`src/rtl/qspi_sram_target.sv`:
```
// Quad-SPI SRAM responder: oversamples SCK/SS_n/SIO in clk and serves 0x02 write / 0x03 read
// on a 2**ADDR_BITS byte array. Define QSPI_SRAM_TARGET_FAST_READ_EN to accept 0xEB fast read.
module qspi_sram_target #(
  parameter int ADDR_BITS    = 8,
  parameter int DUMMY_CYCLES = 6
) (
  input  logic       clk,
  input  logic       rst_n,
  input  logic       sck,
  input  logic       ss_n,
  input  logic [3:0] sio_in,
  output logic [3:0] sio_out,
  output logic       sio_oe,
  output logic       busy
);

  localparam int DEPTH = 1 << ADDR_BITS;
  localparam int SH_W  = (ADDR_BITS > 8) ? ADDR_BITS : 8;

  typedef enum logic [2:0] {
    ST_IDLE   = 3'd0,
    ST_CMD    = 3'd1,
    ST_ADDR   = 3'd2,
    ST_READ   = 3'd3,
    ST_WRITE  = 3'd4,
    ST_IGNORE = 3'd5
`ifdef QSPI_SRAM_TARGET_FAST_READ_EN
    , ST_DUMMY = 3'd6
`endif
  } state_t;

  localparam logic [1:0] OP_WR  = 2'd0;
  localparam logic [1:0] OP_RD  = 2'd1;
`ifdef QSPI_SRAM_TARGET_FAST_READ_EN
  localparam logic [1:0] OP_FRD = 2'd2;
  localparam int         DC_W   = $clog2(DUMMY_CYCLES + 1) + 1;
  logic [DC_W-1:0] dcnt_q, dcnt_d;
`endif

  logic       sck_s1_q, sck_s2_q, sck_s3_q;
  logic       sel_s1_q, sel_s2_q;
  logic [3:0] sio_s1_q, sio_s2_q;

  state_t              state_q, state_d;
  logic [2:0]          cnt_q, cnt_d;
  logic [SH_W-1:0]     shift_q, shift_d;
  logic [ADDR_BITS-1:0] ptr_q, ptr_d;
  logic [1:0]          op_q, op_d;
  logic                half_q, half_d;
  logic [3:0]          wr_hi_q, wr_hi_d;
  logic [3:0]          sio_out_q, sio_out_d;
  logic                sio_oe_q, sio_oe_d;

  logic [7:0]      mem [0:DEPTH-1];
  logic            rise_s, fall_s, mem_we_s;
  logic [7:0]      rd_byte_s, mem_wdata_s;
  logic [SH_W-1:0] shift_nxt_s;
  logic [ADDR_BITS-1:0] ptr_inc_s;

  // Two-flop synchronizers; sel is the inverted chip select so reset reads as deselected.
  always_ff @(posedge clk or negedge rst_n) begin
    if (!rst_n) begin
      sck_s1_q <= 1'b0;
      sck_s2_q <= 1'b0;
      sck_s3_q <= 1'b0;
      sel_s1_q <= 1'b0;
      sel_s2_q <= 1'b0;
      sio_s1_q <= 4'h0;
      sio_s2_q <= 4'h0;
    end else begin
      sck_s1_q <= sck;
      sck_s2_q <= sck_s1_q;
      sck_s3_q <= sck_s2_q;
      sel_s1_q <= ~ss_n;
      sel_s2_q <= sel_s1_q;
      sio_s1_q <= sio_in;
      sio_s2_q <= sio_s1_q;
    end
  end

  assign rise_s      = sck_s2_q & ~sck_s3_q;
  assign fall_s      = ~sck_s2_q & sck_s3_q;
  assign rd_byte_s   = mem[ptr_q];
  assign shift_nxt_s = {shift_q[SH_W-5:0], sio_s2_q};
  assign mem_wdata_s = {wr_hi_q, sio_s2_q};
  assign ptr_inc_s   = ptr_q + {{(ADDR_BITS-1){1'b0}}, 1'b1};

  // Next-state logic; any edge seen while deselected is dropped by the abort branch.
  always_comb begin
    state_d   = state_q;
    cnt_d     = cnt_q;
    shift_d   = shift_q;
    ptr_d     = ptr_q;
    op_d      = op_q;
    half_d    = half_q;
    wr_hi_d   = wr_hi_q;
    sio_out_d = sio_out_q;
    sio_oe_d  = sio_oe_q;
    mem_we_s  = 1'b0;
`ifdef QSPI_SRAM_TARGET_FAST_READ_EN
    dcnt_d    = dcnt_q;
`endif
    if (!sel_s2_q) begin
      state_d   = ST_IDLE;
      cnt_d     = 3'd0;
      half_d    = 1'b0;
      sio_out_d = 4'h0;
      sio_oe_d  = 1'b0;
    end else begin
      case (state_q)
        ST_IDLE: begin
          state_d = ST_CMD;
          cnt_d   = 3'd0;
          half_d  = 1'b0;
        end
        ST_CMD: begin
          if (rise_s) begin
            shift_d = shift_nxt_s;
            if (cnt_q == 3'd1) begin
              cnt_d = 3'd0;
              case (shift_nxt_s[7:0])
                8'h02: begin state_d = ST_ADDR; op_d = OP_WR; end
                8'h03: begin state_d = ST_ADDR; op_d = OP_RD; end
`ifdef QSPI_SRAM_TARGET_FAST_READ_EN
                8'hEB: begin state_d = ST_ADDR; op_d = OP_FRD; end
`endif
                default: state_d = ST_IGNORE;
              endcase
            end else begin
              cnt_d = cnt_q + 3'd1;
            end
          end else begin
            cnt_d = cnt_q;
          end
        end
        ST_ADDR: begin
          if (rise_s) begin
            shift_d = shift_nxt_s;
            if (cnt_q == 3'd5) begin
              cnt_d  = 3'd0;
              half_d = 1'b0;
              ptr_d  = shift_nxt_s[ADDR_BITS-1:0];
              case (op_q)
                OP_WR: state_d = ST_WRITE;
                OP_RD: state_d = ST_READ;
`ifdef QSPI_SRAM_TARGET_FAST_READ_EN
                OP_FRD: begin
                  state_d = (DUMMY_CYCLES == 0) ? ST_READ : ST_DUMMY;
                  dcnt_d  = {DC_W{1'b0}};
                end
`endif
                default: state_d = ST_IGNORE;
              endcase
            end else begin
              cnt_d = cnt_q + 3'd1;
            end
          end else begin
            cnt_d = cnt_q;
          end
        end
`ifdef QSPI_SRAM_TARGET_FAST_READ_EN
        ST_DUMMY: begin
          sio_oe_d = 1'b0;
          if (rise_s) begin
            if (dcnt_q == DC_W'(DUMMY_CYCLES - 1)) begin
              state_d = ST_READ;
            end else begin
              dcnt_d = dcnt_q + {{(DC_W-1){1'b0}}, 1'b1};
            end
          end else begin
            dcnt_d = dcnt_q;
          end
        end
`endif
        ST_READ: begin
          if (fall_s) begin
            sio_oe_d = 1'b1;
            if (!half_q) begin
              sio_out_d = rd_byte_s[7:4];
              half_d    = 1'b1;
            end else begin
              sio_out_d = rd_byte_s[3:0];
              half_d    = 1'b0;
              ptr_d     = ptr_inc_s;
            end
          end else begin
            sio_out_d = sio_out_q;
          end
        end
        ST_WRITE: begin
          if (rise_s) begin
            if (!half_q) begin
              wr_hi_d = sio_s2_q;
              half_d  = 1'b1;
            end else begin
              mem_we_s = 1'b1;
              half_d   = 1'b0;
              ptr_d    = ptr_inc_s;
            end
          end else begin
            half_d = half_q;
          end
        end
        ST_IGNORE: sio_oe_d = 1'b0;
        default: begin
          state_d  = ST_IDLE;
          sio_oe_d = 1'b0;
        end
      endcase
    end
  end

  // FSM and datapath registers.
  always_ff @(posedge clk or negedge rst_n) begin
    if (!rst_n) begin
      state_q   <= ST_IDLE;
      cnt_q     <= 3'd0;
      shift_q   <= {SH_W{1'b0}};
      ptr_q     <= {ADDR_BITS{1'b0}};
      op_q      <= OP_WR;
      half_q    <= 1'b0;
      wr_hi_q   <= 4'h0;
      sio_out_q <= 4'h0;
      sio_oe_q  <= 1'b0;
`ifdef QSPI_SRAM_TARGET_FAST_READ_EN
      dcnt_q    <= {DC_W{1'b0}};
`endif
    end else begin
      state_q   <= state_d;
      cnt_q     <= cnt_d;
      shift_q   <= shift_d;
      ptr_q     <= ptr_d;
      op_q      <= op_d;
      half_q    <= half_d;
      wr_hi_q   <= wr_hi_d;
      sio_out_q <= sio_out_d;
      sio_oe_q  <= sio_oe_d;
`ifdef QSPI_SRAM_TARGET_FAST_READ_EN
      dcnt_q    <= dcnt_d;
`endif
    end
  end

  // Byte array; contents deliberately survive reset.
  always_ff @(posedge clk) begin
    if (mem_we_s) begin
      mem[ptr_q] <= mem_wdata_s;
    end
  end

  assign sio_out = sio_out_q;
  assign sio_oe  = sio_oe_q;
  assign busy    = sel_s2_q;

endmodule

```
`config.mk`:
```
export PLATFORM = sky130hd
export DESIGN_NAME = qspi_sram_target
export DESIGN_NICKNAME = d
export VERILOG_FILES = /design/src/rtl/qspi_sram_target.sv
export SDC_FILE = /design/constraint.sdc
export NUM_CORES = 2
export LEC_CHECK = 0
export CAP_MARGIN = 20
export CELL_PAD_IN_SITES_DETAIL_PLACEMENT = 2
export CELL_PAD_IN_SITES_GLOBAL_PLACEMENT = 2
export CORE_ASPECT_RATIO = 1.4
export CORE_MARGIN = 5
export CORE_UTILIZATION = 50
export CTS_BUF_LIST = sky130_fd_sc_hd__clkbuf_8
export CTS_CLUSTER_DIAMETER = 120
export CTS_CLUSTER_SIZE = 30
export DETAILED_ROUTE_END_ITERATION = 7
export HOLD_SLACK_MARGIN = 0.06
export PLACE_DENSITY_LB_ADDON = 0.1
export SLEW_MARGIN = 20
export SYNTH_ARGS = -nofsm -noshare
export SYNTH_HDL_FRONTEND = slang
export SYNTH_SLANG_ARGS = --single-unit
```
`constraint.sdc`:
```
create_clock -name clk -period 5.1 [get_ports clk]
set_input_delay 1.02 -clock clk [delete_from_list [all_inputs] [get_ports clk]]
set_output_delay 1.02 -clock clk [all_outputs]
set_load 0.02 [all_outputs]
```
=== Word-level counts from Yosys, hierarchy flattened ===
Memory sizes are Yosys's and may differ from the RTL's.
Cells that the tools add are included.

* Bits in registers: 43
* Latch bits: 0
* Bits in writable memories: 2048
* Bits in read-only memories: 0
* Bits of input ports: 8
* Output and inout bits: 6
* Logic and storage cells: 109
* Memories kept: 1

* $add $sub $neg: 2
* Multiply operators: 0
* Divide/modulo/power cells: 0
* $lt $le $gt $ge: 0
* Equal/unequal tests: 26
* Shift-type cells: 0
* Multiplexer cells: 41
* Bitwise operators: 6
* Reduce and logical (&&, ||, !) cells: 17

{| class="wikitable"
|+ Memory list
! memory !! depth !! width !! read ports !! clocked after Yosys merged registers in !! wr ports !! RTL line !! RTL
|-
| mem || 256 || 8 || 1 || 0 || 1 || 54 || <nowiki>logic [7:0] mem [0:DEPTH-1];</nowiki>
|}

{| class="wikitable"
|+ Operators by type and width
! cell !! count
|-
| $mux W8 || 5
|-
| $mux W3 || 11
|-
| $pmux W8 S3 || 1
|-
| $ne A3 B3 Y1 const B || 6
|-
| $eq A8 B2 Y1 const B || 2
|-
| $mux W4 || 4
|-
| $reduce_and A5 Y1 || 3
|-
| $mux W1 || 14
|-
| $ne A2 B2 Y1 const B || 6
|-
| $pmux W3 S4 || 1
|-
| $eq A3 B3 Y1 const B || 3
|-
| $pmux W3 S3 || 1
|-
| $add A8 B1 Y8 const B || 1
|-
| $eq A3 B1 Y1 const B || 2
|-
| $eq A3 B2 Y1 const B || 2
|-
| $pmux W3 S2 || 1
|-
| $reduce_and A3 Y1 || 2
|-
| $reduce_and A6 Y1 || 1
|-
| $ne A5 B1 Y1 const B || 1
|-
| $ne A2 B1 Y1 const B || 2
|-
| $ne A4 B1 Y1 const B || 1
|-
| $not A1 Y1 || 4
|-
| $pmux W1 S4 || 1
|-
| $pmux W2 S2 || 1
|-
| other kinds (13) || 16
|}

=== Depth between registers and ports, before layout ===
* Depth in word-level cells: 7
* Depth in mapped cells: 12
* Gate-level depth less buffers: 8

=== Worst setup path before layout ===
No wires, ideal clock.

* Kind: flip-flop to flip-flop
* From: reg sio_s2_q[1]
* To: reg state_q[0]
* Library setup time: 0.123 ns
* Data arrival time: 4.505 ns
* Data required time: 4.977 ns
* Slack: 0.471 ns
* Stages on the path, launching flop included: 6
* Buffers on the path: 0
* Period minus slack after synthesis: 4.629 ns
* Cells stage by stage: dfrtp_1 -> or4b_2 -> nor4_1 -> nor3b_1 -> o21ai_0 -> nand2_1

* Longest elaborated chain between the ends: 7
* Elaborated cells between the ends (all ways): 8
* Those cells by class: 2 x eq/ne; 5 x mux; 1 x reduce/logical

{| class="wikitable"
|+ Ends and longest elaborated chain
! what !! RTL line !! RTL
|-
| start: declaration || 42 || <nowiki>logic [3:0] sio_s1_q, sio_s2_q;</nowiki>
|-
| start signal: assignment || 77 || <nowiki>sio_s2_q <= sio_s1_q;</nowiki>
|-
| $eq A8 B2 Y1 || 121 || <nowiki>case (shift_nxt_s[7:0])</nowiki>
|-
| $reduce_or A2 Y1 (no source line) (*) || n/a ||
|-
| $mux W3 (*) || 121 ||
|-
| $mux W3 (*) || 119 || <nowiki>if (cnt_q == 3'd1) begin</nowiki>
|-
| $mux W3 (*) || 117 || <nowiki>if (rise_s) begin</nowiki>
|-
| $pmux W3 S4 (*) || 110 || <nowiki>case (state_q)</nowiki>
|-
| $mux W3 (*) || 103 || <nowiki>if (!sel_s2_q) begin</nowiki>
|-
| end signal: assignment || 229 || <nowiki>state_q <= state_d;</nowiki>
|-
| end: declaration || 44 || <nowiki>state_t state_q, state_d;</nowiki>
|}

Every way passes the cells marked *; elsewhere a longest branch is shown, timed or not. The select of a mux whose other input is x is not followed.
A chain may end at the register's enable or synchronous reset.

=== Worst setup path in the final report ===
* From: reg ptr_q[0]
* To: reg sio_out_q[3], in the netlist sio_out[3]

* Longest elaborated chain between the ends: 5

{| class="wikitable"
|+ Ends and longest elaborated chain
! what !! RTL line !! RTL
|-
| start: declaration || 47 || <nowiki>logic [ADDR_BITS-1:0] ptr_q, ptr_d;</nowiki>
|-
| start signal: assignment || 219 || <nowiki>ptr_q <= {ADDR_BITS{1'b0}};</nowiki>
|-
| start signal: assignment || 232 || <nowiki>ptr_q <= ptr_d;</nowiki>
|-
| $mem_v2 Z256 W8 || n/a ||
|-
| $mux W4 || 178 || <nowiki>if (!half_q) begin</nowiki>
|-
| $mux W4 || 176 || <nowiki>if (fall_s) begin</nowiki>
|-
| $mux W4 || 110 ||
|-
| $mux W4 || 103 ||
|-
| end signal: assignment || 236 || <nowiki>sio_out_q <= sio_out_d;</nowiki>
|-
| end: declaration || 51 || <nowiki>logic [3:0] sio_out_q, sio_out_d;</nowiki>
|}

Every way passes these cells. The select of a mux whose other input is x is not followed.

==> flow_results.xml <==
<?xml version="1.0" encoding="UTF-8"?>
<metrics>
  <group name="yosys">
    <metric name="synth-main-ff-cell" unit="">edfxtp_1</metric>
    <metric name="netlist_instances" unit="">3934</metric>
    <metric name="synth.lib_cells_used.distinct" unit="">82</metric>
    <metric name="synth-seq-cells" unit="">2090</metric>
    <metric name="synth-edff-count" unit="">2048</metric>
    <metric name="syn-cell-area" unit="sq um">81950</metric>
    <metric name="asyncSetResetFlopFracSynth" unit="%">2.010</metric>
    <metric name="ys_warn_count" unit="">0</metric>
    <metric name="ys_seq_area_share" unit="%">76.32</metric>
    <metric name="syn_avg_cell_area" unit="sq um">20.83</metric>
    <metric name="synth.net_count" unit="">3948</metric>
  </group>
  <group name="global_routing">
    <metric name="via_count_of_the_first_global_routing_pass" unit="">46970</metric>
    <metric name="grt_overflow" unit="">0</metric>
    <metric name="maximum_number_of_pins_on_one_net_before_global_route_repair" unit="">217</metric>
    <metric name="first_pass_grt_wire_length" unit="mm">392.8</metric>
    <metric name="number_of_antenna_violations_at_the_first_check_in_global_routing" unit="">16</metric>
    <metric name="gr-usage-all-layers" unit="%">32.80</metric>
  </group>
  <group name="cts">
    <metric name="cts_tree" unit="">built</metric>
    <metric name="post_cts.resized_instances" unit="">0</metric>
    <metric name="post_cts.repair.setup_buffers" unit="">0</metric>
    <metric name="clock_sink_count" unit="">2090</metric>
    <metric name="htree_num_levels" unit="">3</metric>
    <metric name="cts.root.buffer_cell" unit="">clkbuf_8</metric>
    <metric name="cts_buffers" unit="">79</metric>
    <metric name="cts.reportedPaths.clkPinSlew" unit="ns">0.20</metric>
    <metric name="worstSkewPairLatency" unit="ns">0.95</metric>
    <metric name="hold_buffers" unit="">0</metric>
    <metric name="ctsLongestPathBuffers" unit="">3</metric>
  </group>
  <group name="detailed_routing">
    <metric name="vias_per_cell" unit="">6.878</metric>
    <metric name="drc" unit="">0</metric>
    <metric name="wl" unit="mm">283.2</metric>
    <metric name="initial_drt_pass_iterations" unit="">5</metric>
    <metric name="dr.first_iter.drc_count" unit="">5899</metric>
    <metric name="ant_nets" unit="">0</metric>
    <metric name="avgRoutedWirePerCell" unit="um">45.15</metric>
    <metric name="route.vias.total" unit="">43133</metric>
  </group>
  <group name="timing">
    <metric name="max_clock_freq" unit="GHz">0.2161</metric>
    <metric name="hold_violations" unit="">0</metric>
    <metric name="timing_worst_slew_pin_value" unit="ns">1.287</metric>
    <metric name="final.setup_skew" unit="ns">0.07503</metric>
    <metric name="fin_tns_setup" unit="ns">0</metric>
    <metric name="rsz_0062_raised_after_global_routing" unit="">false</metric>
    <metric name="timing_max_transition_violations_final" unit="">0</metric>
    <metric name="final_min_period_over_clock_period" unit="%">90.74</metric>
    <metric name="layout_min_cycle_time" unit="ns">4.628</metric>
    <metric name="timing.max_slew.rel_slack" unit="%">14.20</metric>
    <metric name="timing.final.setup_violations" unit="">0</metric>
  </group>
  <group name="job">
    <metric name="drv_cap" unit="">0</metric>
  </group>
  <group name="power_and_ir_drop">
    <metric name="switching_share" unit="%">33.38</metric>
    <metric name="power.internal" unit="uW">25010</metric>
    <metric name="total_power" unit="uW">37530</metric>
    <metric name="power_frac_seq" unit="%">55.3</metric>
    <metric name="part_of_the_power_in_combinational_logic" unit="%">27.5</metric>
    <metric name="power_switching" unit="uW">12530</metric>
    <metric name="p_per_area" unit="nW/um^2">430.8</metric>
    <metric name="worst_ir_drop_vdd" unit="mV">0.5941</metric>
    <metric name="leakage" unit="uW">0.02607</metric>
    <metric name="clkPwrFrac" unit="%">17.2</metric>
  </group>
  <group name="outcome">
    <metric name="run_status" unit="">complete, no violations</metric>
  </group>
  <group name="placed_design">
    <metric name="dp_hpwl" unit="mm">190.8</metric>
    <metric name="dpl.cell_count" unit="">6155</metric>
    <metric name="postPlaceCellArea" unit="sq um">85740</metric>
    <metric name="buffer_ports.inserted" unit="">13</metric>
    <metric name="place_congestion" unit="">0.8911</metric>
  </group>
  <group name="worst_hold_path">
    <metric name="worst_hold_path_type" unit="">primary input to asynchronous set/reset pin</metric>
  </group>
  <group name="worst_setup_path">
    <metric name="cells_traversed_along_the_worst_timing_path" unit="">buf_12 -&gt; nor2b_2 -&gt; buf_4 -&gt; a221oi_1 -&gt; a21oi_1 -&gt; o21ai_0 -&gt; a2111oi_0 -&gt; a211o_1 -&gt; a32oi_1</metric>
    <metric name="critPathSlowestCell" unit="">dfrtp_4</metric>
    <metric name="arrival" unit="ns">5.44</metric>
    <metric name="worst_ep_required_time" unit="ns">5.91</metric>
    <metric name="timing.critical_path.fanout_max" unit="">52</metric>
    <metric name="worst_setup_path_end_kind" unit="">flop</metric>
    <metric name="start_kind" unit="">flop</metric>
    <metric name="slowest_stage_delay_cp" unit="ns">1.03</metric>
    <metric name="cp_class" unit="">flop to flop</metric>
  </group>
  <group name="floorplanning">
    <metric name="rows" unit="">175</metric>
    <metric name="floorplan.initialDensity" unit="%">50.38</metric>
    <metric name="die_area" unit="sq um">172200</metric>
    <metric name="pin_count" unit="">14</metric>
    <metric name="floorplan.die.height" unit="um">489.0</metric>
    <metric name="design.core.area" unit="sq um">162700</metric>
    <metric name="die_x" unit="um">352.2</metric>
  </group>
  <group name="finish">
    <metric name="fill_cells" unit="">13481</metric>
    <metric name="area_growth" unit="%">6.311</metric>
    <metric name="layout-drive-gt1-share" unit="%">22.66</metric>
    <metric name="mostFrequentLayoutCells" unit="">2048 x edfxtp_1, 451 x mux4_2, 299 x buf_4</metric>
    <metric name="final_util" unit="%">53.56</metric>
    <metric name="seqCellArea" unit="sq um">62590</metric>
    <metric name="multiInputGateArea" unit="sq um">17700</metric>
    <metric name="nets" unit="">4132</metric>
    <metric name="fin_cells" unit="">6271</metric>
    <metric name="final_design_area_no_fill" unit="sq um">87130</metric>
    <metric name="layout.cells.most_common" unit="">edfxtp_1</metric>
  </group>
</metrics>
area by class of cell:
cell class	instances	area share, %
clock inverters	19	0.1034
repair buffers	339	3.300
multi-input cells	1596	20.32
diodes	8	0.02298
flip-flops and latches	2090	71.84
clock buffers	83	1.311
inverters	12	0.05170
well taps	2124	3.050
cell families (layout without fill, tap and decap cells):
logic type / after synthesis / count (layout) / synth area share (%)
AO/OA/AOI/OAI: 386 / 386 / 3.368
XOR/XNOR: 2 / 2 / 0.02138
adder cells (fa/ha/maj): 6 / 6 / 0.09160
buffers and inverters: 248 / 453 / 2.154
flip-flops: 2090 / 2090 / 76.32
multiplexers: 623 / 623 / 14.84
other: 0 / 8 / 0
AND/OR/NAND/NOR: 579 / 579 / 3.198
power by group through the flow:
stage               sequential (uW)  combinational (uW)  clock [uW]
finish                        20700               10300        6460
global route                  20700               10500        7270
CTS                           20900                9960        6580
detailed placement            21300                9930           0
global placement              21100                9340           0
floorplan                     21300                5620           0
sequential cells by signal, summed over array words and instances, names as in the netlist, 3 cells and up:
name and flops:
sio_out 4, sio_s1_q 4, mem 2048, ptr_q 8, state_q 3, wr_hi_q 4
sio_s2_q 4, shift_q 4, cnt_q 3
path summary, 6_finish.rpt:
check                            startpoint           to  slack (ns)  cells after the start
worst max-delay path               ptr_q[0]   sio_out[3]        0.47                      9
worst min-delay path                  rst_n     ptr_q[0]        0.11                      1
worst max register to register     ptr_q[0]   sio_out[3]        0.47                      9
worst min register to register  sio_s1_q[1]  sio_s2_q[1]        0.38                      0
max in group asynchronous             rst_n  sio_s2_q[2]        4.42                      1
min in group clk                sio_s1_q[1]  sio_s2_q[1]        0.38                      0
critical path: cells and delay by family (launching register included):
family,cells,cell delay [ns]
simple gates,1,0.74
buf+inv,2,0.82
flops,1,1.03
compound gates,6,1.81
stage by stage:
step / hold slack (ns) / worst slack [ns]
2_1_floorplan: 0.3312 / 0.4715
3_3_place_gp: 0.3461 / 0.4003
3_5_place_dp: 0.3372 / 0.6002
4_1_cts: 0.2528 / 0.5652
5_1_grt: 0.1146 / 0.4731
6_report: 0.1056 / 0.4725
synthesized netlist by cell type (all sizes together) (15+ instances only):
cell	n	area, sq um
clkbuf	80	324.1
nand3	30	150.1
nand2	127	476.7
a221oi	26	246.5
mux2i	135	1351
a31oi	21	131.4
nor2	298	1119
a22o	24	210.2
edfxtp	2048	61500
a22oi	82	615.6
mux4	467	10580
buf	156	1396
dfrtp	42	1051
nor4	15	93.84
o22ai	54	337.8
o21ai	42	210.2
a211oi	18	135.1
mux2	21	236.5
nor2b	19	118.9
a21oi	45	225.2
layer usage:
metal	part of all wire, %	track usage (%)
met4	6.7	18.32
met5	0.020	0.2222
met2	52	57.51
met1	34	38.71
met3	7.6	5.700
No activity file was read; power rests on OpenSTA's default activity.
